--- config.mk ---
export PLATFORM = sky130hd
export DESIGN_NAME = boss_bullet_ctrl
export DESIGN_NICKNAME = d
export VERILOG_FILES = /design/src/rtl/boss_bullet_ctrl.sv
export SDC_FILE = /design/constraint.sdc
export NUM_CORES = 1
export LEC_CHECK = 0
export ABC_CLOCK_PERIOD_IN_PS = 3600
export BUFFER_PORTS_ARGS = -buffer_cell sky130_fd_sc_hd__buf_2
export CAP_MARGIN = 20
export CORE_UTILIZATION = 28
export CTS_BUF_LIST = sky130_fd_sc_hd__clkbuf_4
export CTS_CLUSTER_DIAMETER = 30
export DETAILED_ROUTE_END_ITERATION = 12
export PLACE_DENSITY = 0.46
export SETUP_SLACK_MARGIN = 0.05
export SYNTH_ARGS = -nofsm -noshare
export SYNTH_HDL_FRONTEND = slang
export SYNTH_SLANG_ARGS = --single-unit
--- constraint.sdc ---
create_clock -name clk_22 -period 3.6 [get_ports clk_22]
set_input_delay 0.36 -clock clk_22 [delete_from_list [all_inputs] [get_ports clk_22]]
set_output_delay 0.36 -clock clk_22 [all_outputs]
set_load 0.005 [all_outputs]
--- src/rtl/boss_bullet_ctrl.sv ---
// boss_bullet_ctrl: boss bullet spawner, mover and Reimu hit / life tracker.
//
// Spawns a bullet below the boss every FIRE_PERIOD cycles while bossE is high. Each active
// bullet falls BULLET_STEP px per cycle. Bullets overlapping Reimu's hit box cost one life
// per cycle, however many of them hit, and start an invincibility window. Losing the last
// life moves to a sticky game-over state.
//
// Optional feature: define AIMED_SHOT_EN to make each bullet drift sideways towards the side
// of the boss that Reimu was on when the bullet spawned.
//
// Ports:
//   clk_22      game clock
//   rst_n       asynchronous reset, active low
//   gamestart   synchronous clear to reset values
//   bossE       boss alive, firing allowed
//   bossx/bossy boss centre
//   reimux/y    Reimu centre
//   bulletx/y   packed bullet positions, slot i at [10i+9:10i]
//   bullet_act  per-slot active flags
//   reimu_hit   one-cycle pulse when a life is lost
//   reimu_inv   invincibility window active
//   reimu_life  remaining lives
//   game_over   lives exhausted, sticky until reset or gamestart
`timescale 1ns/1ps
module boss_bullet_ctrl #(
  parameter int unsigned NUM_BULLETS = 4,
  parameter int unsigned FIRE_PERIOD = 16,
  parameter int unsigned BULLET_STEP = 4,
  parameter int unsigned SPAWN_DY    = 38,
  parameter int unsigned HIT_R       = 6,
  parameter int unsigned INV_CYCLES  = 32,
  parameter int unsigned LIVES_INIT  = 3,
  parameter int unsigned SCREEN_W    = 640,
  parameter int unsigned SCREEN_H    = 480
) (
  input  logic                      clk_22,
  input  logic                      rst_n,
  input  logic                      gamestart,
  input  logic                      bossE,
  input  logic [9:0]                bossx,
  input  logic [9:0]                bossy,
  input  logic [9:0]                reimux,
  input  logic [9:0]                reimuy,
  output logic [10*NUM_BULLETS-1:0] bulletx,
  output logic [10*NUM_BULLETS-1:0] bullety,
  output logic [NUM_BULLETS-1:0]    bullet_act,
  output logic                      reimu_hit,
  output logic                      reimu_inv,
  output logic [2:0]                reimu_life,
  output logic                      game_over
);

  localparam int unsigned FcW = (FIRE_PERIOD > 2) ? $clog2(FIRE_PERIOD) : 1;
  localparam int unsigned IcW = (INV_CYCLES > 2) ? $clog2(INV_CYCLES) : 1;

  localparam logic [FcW-1:0] FireReload = FcW'(FIRE_PERIOD - 1);
  localparam logic [IcW-1:0] InvReload  = IcW'(INV_CYCLES - 1);
  localparam logic [10:0]    StepY      = 11'(BULLET_STEP);
  localparam logic [10:0]    SpawnDy    = 11'(SPAWN_DY);
  localparam logic [10:0]    HitR       = 11'(HIT_R);
  localparam logic [10:0]    ScreenH    = 11'(SCREEN_H);
  localparam logic [2:0]     LifeInit   = 3'(LIVES_INIT);

  localparam logic [1:0] StRun  = 2'd0;
  localparam logic [1:0] StInv  = 2'd1;
  localparam logic [1:0] StOver = 2'd2;

  logic [1:0]                    state_q, state_d;
  logic [FcW-1:0]                fire_cnt_q, fire_cnt_d;
  logic [IcW-1:0]                inv_cnt_q, inv_cnt_d;
  logic [2:0]                    life_q, life_d;
  logic [NUM_BULLETS-1:0]        act_q, act_d;
  logic [NUM_BULLETS-1:0][9:0]   bx_q, bx_d;
  logic [NUM_BULLETS-1:0][9:0]   by_q, by_d;

  logic [NUM_BULLETS-1:0]        hit_vec;
  logic [NUM_BULLETS-1:0]        spawn_oh;
  logic [NUM_BULLETS-1:0]        out_vec;
  logic [NUM_BULLETS-1:0][10:0]  dx, dy, ny;
  logic [10:0]                   spawn_y;
  logic                          hit_any;
  logic                          fire_tick;

`ifdef AIMED_SHOT_EN
  localparam logic [11:0] StepX   = 12'(BULLET_STEP / 2);
  localparam logic [11:0] ScreenW = 12'(SCREEN_W);

  // Direction encoding: 01 = +1, 11 = -1, 00 = straight down.
  logic [NUM_BULLETS-1:0][1:0]  dir_q, dir_d;
  logic [NUM_BULLETS-1:0][11:0] nx;
  logic [1:0]                   spawn_dir;
`endif

  // Lowest clear bit of act_q: the slot a spawn lands in (zero when all slots are busy).
  assign spawn_oh  = ~act_q & (act_q + NUM_BULLETS'(1));
  assign spawn_y   = {1'b0, bossy} + SpawnDy;
  assign hit_any   = |hit_vec;
  assign fire_tick = (state_q != StOver) && bossE && (fire_cnt_q == '0);

  always_comb begin
    for (int i = 0; i < NUM_BULLETS; i++) begin
      dx[i] = (bx_q[i] >= reimux) ? ({1'b0, bx_q[i]} - {1'b0, reimux})
                                  : ({1'b0, reimux} - {1'b0, bx_q[i]});
      dy[i] = (by_q[i] >= reimuy) ? ({1'b0, by_q[i]} - {1'b0, reimuy})
                                  : ({1'b0, reimuy} - {1'b0, by_q[i]});
      ny[i] = {1'b0, by_q[i]} + StepY;
      hit_vec[i] = (state_q == StRun) && act_q[i] && (dx[i] <= HitR) && (dy[i] <= HitR);
    end
  end

`ifdef AIMED_SHOT_EN
  always_comb begin
    if (reimux > bossx) begin
      spawn_dir = 2'b01;
    end else if (reimux < bossx) begin
      spawn_dir = 2'b11;
    end else begin
      spawn_dir = 2'b00;
    end
    for (int i = 0; i < NUM_BULLETS; i++) begin
      case (dir_q[i])
        2'b01:   nx[i] = {2'b00, bx_q[i]} + StepX;
        2'b11:   nx[i] = {2'b00, bx_q[i]} - StepX;
        default: nx[i] = {2'b00, bx_q[i]};
      endcase
      // A negative result has bit 11 set, so the unsigned compare also catches it.
      out_vec[i] = (ny[i] >= ScreenH) || nx[i][11] || (nx[i] >= ScreenW);
    end
  end
`else
  always_comb begin
    for (int i = 0; i < NUM_BULLETS; i++) begin
      out_vec[i] = (ny[i] >= ScreenH);
    end
  end
`endif

  always_comb begin
    state_d    = state_q;
    fire_cnt_d = fire_cnt_q;
    inv_cnt_d  = inv_cnt_q;
    life_d     = life_q;
    act_d      = act_q;
    bx_d       = bx_q;
    by_d       = by_q;
`ifdef AIMED_SHOT_EN
    dir_d      = dir_q;
`endif

    if ((state_q != StOver) && bossE) begin
      fire_cnt_d = (fire_cnt_q == '0) ? FireReload : (fire_cnt_q - FcW'(1));
    end

    for (int i = 0; i < NUM_BULLETS; i++) begin
      if (act_q[i]) begin
        if (hit_vec[i] || out_vec[i]) begin
          act_d[i] = 1'b0;
        end else begin
          by_d[i] = ny[i][9:0];
`ifdef AIMED_SHOT_EN
          bx_d[i] = nx[i][9:0];
`endif
        end
      end else if (fire_tick && spawn_oh[i]) begin
        act_d[i] = 1'b1;
        bx_d[i]  = bossx;
        by_d[i]  = spawn_y[9:0];
`ifdef AIMED_SHOT_EN
        dir_d[i] = spawn_dir;
`endif
      end
    end

    case (state_q)
      StRun: begin
        if (hit_any) begin
          life_d = life_q - 3'd1;
          if (life_q <= 3'd1) begin
            state_d = StOver;
            act_d   = '0;
          end else begin
            state_d   = StInv;
            inv_cnt_d = InvReload;
          end
        end
      end
      StInv: begin
        if (inv_cnt_q == '0) begin
          state_d = StRun;
        end else begin
          inv_cnt_d = inv_cnt_q - IcW'(1);
        end
      end
      StOver: begin
        act_d = '0;
      end
      default: begin
        state_d = StRun;
      end
    endcase

    if (gamestart) begin
      state_d    = StRun;
      fire_cnt_d = FireReload;
      inv_cnt_d  = '0;
      life_d     = LifeInit;
      act_d      = '0;
      bx_d       = '0;
      by_d       = '0;
`ifdef AIMED_SHOT_EN
      dir_d      = '0;
`endif
    end
  end

  always_ff @(posedge clk_22 or negedge rst_n) begin
    if (!rst_n) begin
      state_q    <= StRun;
      fire_cnt_q <= FireReload;
      inv_cnt_q  <= '0;
      life_q     <= LifeInit;
      act_q      <= '0;
      bx_q       <= '0;
      by_q       <= '0;
`ifdef AIMED_SHOT_EN
      dir_q      <= '0;
`endif
    end else begin
      state_q    <= state_d;
      fire_cnt_q <= fire_cnt_d;
      inv_cnt_q  <= inv_cnt_d;
      life_q     <= life_d;
      act_q      <= act_d;
      bx_q       <= bx_d;
      by_q       <= by_d;
`ifdef AIMED_SHOT_EN
      dir_q      <= dir_d;
`endif
    end
  end

  always_comb begin
    bulletx = '0;
    bullety = '0;
    for (int i = 0; i < NUM_BULLETS; i++) begin
      bulletx[10*i +: 10] = bx_q[i];
      bullety[10*i +: 10] = by_q[i];
    end
  end

  assign bullet_act = act_q;
  assign reimu_hit  = hit_any && !gamestart;
  assign reimu_inv  = (state_q == StInv);
  assign reimu_life = life_q;
  assign game_over  = (state_q == StOver);

endmodule
==> results.md, run 1 <==
- EDFF count, synth: 0
- Antenna Violating Nets Remaining: 0
- GRT Util Overall: 0.247
- Arrival time worst endpoint: a little over 4000 ps
- Critical path's slowest cell: dfrtp_2
- Type of destination of the critical path: output pin
- IO Pins: 134
- Class of the worst hold path: input pin to register
- Clock transition at path regs: between 200 and 250 ps
- Unrepaired setup endpoints after global routing: yes
- Period utilisation layout: 1.24
- Vias in the first global route: 15772
- DR vias: 16228
- R2R setup slack: -360 ps
- Die width: 223 um
- Grt total ovfl: 0
- Clock skew: 46.9 ps
- Post-layout util: 0.430
- Synth cell types: 95
- Power Dens Cells: 162 nW/um2
- CTS sink cnt: 98
- Core Box Area: 47900 um2
- Violated checks: negative setup slack
- Maximum achievable frequency: 0.224 GHz
- Core Rows: 80
- Residual DRC: 0
- Initial Util: 0.285
- Worst Path Buf+Inv: 6
- WL/cell: 20.5 um
- Critical path's most frequent cell: buf_4
- Worst slew pin tran: 802 ps
- Die ar.: 49800 um2
- Crit path launch type: register
- Fin crit period: 4470 ps
- Most common cell after layout, fill and taps aside: buf_4
- Routed wl met2: a little under 30 mm
- RD Place Congestion: 0.957
- Ys Warns: 0
- Syn nets: 2033
- WL final: 62.8 mm
- DP Area: roughly 19000 um2
- Setup slack after layout: -868 ps
- Final setup violation count: 31
- TritonCTS clock tree: done
- Most frequent cells in the layout: 541 x buf_4, 173 x nand2_1, 152 x inv_1, 152 x a21oi_1, 140 x ha_1
- Ratio of cells with drive above 1 in the final layout: 0.394
- Max-slew headroom: 0.463
- DR WL met3: 2.68 mm
- Layout Nets: 2670
- Final instance area: 20600 um2
- Top Family by Delay on Critical Path: compound AO/OA/AOI/OAI gates
- Clock Path Buffers: 2
- CTS root buf: clkbuf_4
- Critical path, cell by cell: buf_6 -> ha_4 -> inv_2 -> fa_2 -> a21oi_2 -> o21ai_1 -> o21ai_1 -> o211a_1 -> a21o_1 -> a2111oi_2 -> buf_4 -> nand4_1 -> nor4b_4 -> buf_4 -> nor3_2 -> a21oi_2 -> buf_4 -> buf_6
- Drt pass-1 iters: 5
- Vias/cell: 5.31
- Met1 wire length: 29.6 mm
- Max Cap Viol: 0
- Leak: 9.49 nW
- First-pass GRT wire length: 93.5 mm
- Crit path required time: 3240 ps
- Number of DRC markers in iteration 0: 1158
- Synthesized cell area: about 14000 um2
- H-tree Lvls: 3
- Max-slew violations: 0
- Inserted Clock Buffers: 9
- Max VDD drop: 0.160 mV
- CP max stage delay: 500 ps
- Post-synth ARST share: 1.00
- IO buf count: around 130
- Status: finished, violations left
- Hold Vio Cnt, Final: 0
- Hpwl dp: 50.2 mm
- Pin count of the biggest net entering global routing: between 50 and 60
- Top layer in use: met5
- Worst-Skew Late Latency: approximately 630 ps
- Register area share after synthesis: 0.180
- Yosys reg bits: 98
- Area Growth Syn to Fin: 50.5%
- Worst Setup Path Type: register to output pin
- Dominant synthesized flop cell: dfrtp_1
- Die height: 223 um
- Mean Syn Cell Area: 7.61 um2
- Initial antenna violation count: 4
- Cells after synthesis: around 1800
- Maximum fanout along the worst path: 3
[power by group]
group	internal, W	total, W	switching [W]	leakage [nW]
Combinational	0.000680	0.00153	0.000851	8.08
Sequential	0.00111	0.00112	0.00000659	1.34
Clock	0.000161	0.000678	0.000516	0.0729
[path summary, 6_finish.rpt]
kind                                    start       endpoint  cells after the start
worst max-delay path              bullety[20]      reimu_hit                     18
worst min-delay path                 bossx[1]    bulletx[11]                      3
worst max register to register    bulletx[20]  reimu_life[1]                     17
worst min register to register  fire_cnt_q[1]  fire_cnt_q[1]                      2
max in group asynchronous               rst_n    bullety[20]                      3
min in group asynchronous               rst_n     bulletx[8]                      2
[what timing repair did]
action | 4_1_cts | 5_1_grt
hold endpoints to repair | 49 | 0
resized for setup | 152 | 134
buffers inserted | 33 | 24
pin swaps | 79 | 76
setup endpoints to repair | 47 | 47
hold buffers | 6 | 0
[flip-flops by register name, summed over array words and instances, names as in the netlist]
register,cells
bullet_act,4
fire_cnt_q,4
reimu_life,3
bullety,40
bulletx,40
inv_cnt_q,5
state_q,2
[per-stage QoR]
stage | setup WS (ps) | hold slack [ps] | cells | setup TNS, ps | total power [W]
detailed placement | -651 | 466 | 2984 | -22040 | 0.00249
floorplan | 74.9 | 64.4 | 1799 | 0 | 0.00180
finish | -868 | 19.5 | 3059 | -6960 | 0.00333
global placement | -664 | 464 | 2984 | -20000 | 0.00249
CTS | -897 | 0.835 | 3036 | -6260 | 0.00327
global route | -1020 | 21.6 | 3059 | -12110 | 0.00350
[logic make-up after synthesis]
| logic type | count (synthesis) | synth area share |
|---|---|---|
| xor+xnor | 51 | 0.0326 |
| flops | 98 | 0.180 |
| buf+inv | 246 | 0.0720 |
| fa+ha+maj | 190 | 0.182 |
| mux | 42 | 0.0314 |
| simple gates | 570 | 0.210 |
| compound gates | 602 | 0.292 |
[metal layers]
metal  global-route usage  vias to the layer above
met5                    0                        -
met4               0.0627                        2
met3               0.0262                       69
met2                0.401                      392
met1                0.346                     7980
li1                     -                     7785
[area by class of cell]
class,count,area [um2]
Timing Repair Buffer,710,5160
Tap cell,615,769
Clock buffer,9,67.6
Inverter,162,608
Fill cell,4893,27300
Sequential cell,98,2470
Clock inverter,7,67.6
Antenna cell,3,7.51
Multi-Input combinational cell,1455,11500
[cell usage after synthesis, drive strengths merged (12+ instances only)]
master	count	area share
nand2	179	0.049
a21oi	176	0.065
ha	174	0.16
inv	161	0.044
o21ai	113	0.041
nor2	106	0.029
dfrtp	92	0.17
nand3	60	0.022
clkbuf	52	0.014
nor3	43	0.016
a21o	41	0.022
a211oi	39	0.021
mux2i	38	0.028
nor2b	35	0.016
buf	32	0.013
xnor2	27	0.017
a31oi	24	0.011
xor2	24	0.015
o21a	23	0.013
o211ai	22	0.012
nand2b	19	0.0087
nand4	17	0.0078
fa	16	0.023
a22o	14	0.0090
and3	14	0.0068
nor4	14	0.0080
o21bai	14	0.0077
and2	12	0.0055
nand3b	12	0.0066
or3	12	0.0055
[worst min-delay path, stage by stage]
cell,delay [ps]
buf_2,150
nand2_1,70
a21oi_1,60
(Power assumes the default switching activity.)
==> inputs of run 2 (changes only) <==
--- a/config.mk
+++ b/config.mk
@@ -13,6 +13,7 @@
 export CTS_CLUSTER_DIAMETER = 30
 export DETAILED_ROUTE_END_ITERATION = 12
 export PLACE_DENSITY = 0.46
+export RECOVER_POWER = 100
 export SETUP_SLACK_MARGIN = 0.05
 export SYNTH_ARGS = -nofsm -noshare
 export SYNTH_HDL_FRONTEND = slang
==> run 2 against run 1 <==
Effect of this change: critical path depth is the same; first-iteration DRC count grew 8.0%; worst setup slack lost 2.2 ps; register-to-register slack is essentially flat; the flow finishes with violations (max-capacitance violations, max-slew violations, negative setup slack); sequential power is essentially flat; cell area shrank 1.2%; via count grew 0.48%; clock-buffer cell count is the same; flip-flop and latch count is the same.
==> results.md, run 2 (synthesis results as in run 1) <==
- Layout fillers: 4961 (was 4893)
- Hold Vio Cnt, Final: 0 (unchanged)
- Core Box Area: 47900 um2 (unchanged)
- Flop pwr share: 0.336 (about the same)
- Max VDD drop: 0.162 mV (was 0.160 mV)
- Status: finished, violations left (unchanged)
- Hold WS: 22.0 ps (was 19.5 ps)
- Inserted Clock Buffers: 9 (unchanged)
- Residual DRC: 0 (unchanged)
- Die ar.: 49800 um2 (unchanged)
- Unrepaired setup endpoints after global routing: yes (unchanged)
- Reg-to-reg startpoint: bulletx[20] (unchanged)
- Leak: 9.21 nW (was 9.49 nW)
- Fin crit period: 4470 ps (about the same)
- Setup slack after layout: -870 ps (was -868 ps)
- Initial Util: 0.285 (unchanged)
- DR vias: 16306 (was 16228)
- Drt pass-1 iters: 6 (was 5)
- Crit path launch type: register (unchanged)
- Clk network pwr share: 0.205 (was 0.204)
- Die height: 223 um (unchanged)
- Period utilisation layout: 1.24 (about the same)
- Worst slew pin tran: 3030 ps (was 802 ps)
- Antenna Violating Nets Remaining: 0 (unchanged)
- Maximum achievable frequency: 0.224 GHz (about the same)
- Switching power share of the total: 0.414 (was 0.413)
- Pin count of the biggest net entering global routing: 51 (unchanged)
- Final instance area: 20400 um2 (was 20600 um2)
- DP Area: 18700 um2 (unchanged)
- Vias in the first global route: 15772 (unchanged)
- Clock skew: 45.5 ps (was 46.9 ps)
- Maximum fanout along the worst path: 3 (unchanged)
- CTS root buf: clkbuf_4 (unchanged)
- Max-slew violations: 50 (was 0)
- Layout Nets: 2670 (unchanged)
- Total power draw: 0.00333 W (about the same)
- Clock transition at path regs: 240 ps (about the same)
- Setup crit start: bullety[20] (unchanged)
- Max-slew headroom: -1.02 (was 0.463)
- Area Growth Syn to Fin: 48.8% (was 50.5%)
- Violated checks: max-capacitance violations, max-slew violations, negative setup slack (was negative setup slack)
- Most frequent cells in the layout: 483 x buf_4, 173 x nand2_1, 152 x inv_1, 152 x a21oi_1, 140 x ha_1 (was 541 x buf_4, 173 x nand2_1, 152 x inv_1, 152 x a21oi_1, 140 x ha_1)
- Reg2Reg Depth: 17 (unchanged)
- Vias/cell: 5.33 (was 5.31)
- WL/cell: 20.5 um (about the same)
- WL final: 62.8 mm (about the same)
- Reg-to-reg endpoint: reimu_life[1] (unchanged)
- Post-layout util: 0.425 (was 0.430)
- CTS sink cnt: 98 (unchanged)
- Ratio of cells with drive above 1 in the final layout: 0.366 (was 0.394)
- Worst Setup Path Type: register to output pin (unchanged)
- Core Rows: 80 (unchanged)
- Most common cell after layout, fill and taps aside: buf_4 (unchanged)
- H-tree Lvls: 3 (unchanged)
- Worst-Skew Late Latency: 630 ps (about the same)
- Worst slack at placement: -651 ps (unchanged)
- Arrival time worst endpoint: 4110 ps (about the same)
- Hpwl dp: 50.2 mm (unchanged)
- Combinational power share: 0.459 (was 0.460)
- TritonCTS clock tree: done (unchanged)
- Switch Pwr: 0.00138 W (was 0.00137 W)
- Type of destination of the critical path: output pin (unchanged)
- Crit path required time: 3240 ps (about the same)
- Class of the worst hold path: input pin to register (unchanged)
- Grt total ovfl: 0 (unchanged)
- CP Capture Point: reimu_hit (unchanged)
- Power Dens Cells: 163 nW/um2 (was 162 nW/um2)
- GRT Util Overall: 0.247 (unchanged)
- RD Place Congestion: 0.957 (unchanged)
- Max Cap Viol: 1 (was 0)
- First-pass GRT wire length: 93.5 mm (unchanged)
- IO buf count: 133 (unchanged)
- Number of DRC markers in iteration 0: 1251 (was 1158)
- Clock Path Buffers: 2 (unchanged)
- Die width: 223 um (unchanged)
- Int Pwr: 0.00195 W (about the same)
- IO Pins: 134 (unchanged)
- Initial antenna violation count: 4 (unchanged)
- R2R setup slack: -360 ps (about the same)
- Final setup violation count: 39 (was 31)
## run 2: cell count changes in the layout (fill, tap and decap cells not counted), sizes merged
cell,before,now
buf,703,638
clkbuf,10,75
diode,3,4
## run 2: worst min-delay path by stage
stage,depth (start not counted),to,from,slack (ps)
6_report,3,bulletx[11],bossx[1],20
5_1_grt,3,bulletx[16],bossx[6],30
4_1_cts,3,bulletx[11],bossx[1],0.8
3_5_place_dp,1,bulletx[8],rst_n,470
3_3_place_gp,1,bulletx[8],rst_n,460
2_1_floorplan,0,bullet_act[0],rst_n,60
## run 2: area by class of cell
| class | count | area, um2 | area share |
|---|---|---|---|
| well taps | 615 | 769 | 0.0378 |
| flip-flops and latches | 98 | 2460 | 0.121 |
| diodes | 4 | 10.0 | 0.000492 |
| clock buffers | 9 | 67.6 | 0.00332 |
| multi-input cells | 1455 | 11500 | 0.563 |
| repair buffers | 710 | 4920 | 0.242 |
| inverters | 162 | 608 | 0.0299 |
| clock inverters | 7 | 67.6 | 0.00332 |
## run 2: repair_timing
item	4_1_cts	5_1_grt
setup endpoints to repair	47	47
setup buffers	33	24
hold buffers	6	0
endpoints found under the hold margin	49	0
pin swaps	79	76
gates resized for setup	152	134
## run 2: power by group through the flow
stage | registers, W | clock network [W] | logic, W
after floorplan | 0.00114 | 0 | 0.000657
after global placement | 0.00114 | 0 | 0.00135
after detailed placement | 0.00114 | 0 | 0.00135
after CTS | 0.00112 | 0.000701 | 0.00145
after global routing | 0.00112 | 0.000731 | 0.00164
final | 0.00112 | 0.000681 | 0.00153
## run 2: stage by stage
step                      TNS, ps  instances
after floorplan                 0       1799
after global placement     -20000       2984
after detailed placement   -22040       2984
after CTS                   -6260       3036
after global routing       -28350       3060
final                       -8120       3060
## run 2: layer usage
| layer | share of wire | wire length, um | up-vias | GRT usage |
|---|---|---|---|---|
| met4 | 0.021 | 1340 | 0 | 0.0627 |
| met2 | 0.46 | 29100 | 431 | 0.401 |
| met1 | 0.47 | 29500 | 8014 | 0.346 |
| li1 | - | - | 7792 | - |
| met5 | 0 | 0 | - | 0 |
| met3 | 0.045 | 2810 | 69 | 0.0262 |
## run 2: worst max-delay path, cell delays in order (launching register included)
cell,delay [ps]
dfrtp_2,490
buf_6,140
ha_4,160
inv_2,50
fa_2,220
a21oi_2,60
o21ai_1,130
o21ai_1,110
o211a_1,280
a21o_1,190
a2111oi_2,340
buf_4,170
nand4_1,180
nor4b_4,430
buf_4,190
nor3_2,40
a21oi_2,100
buf_4,140
buf_6,90
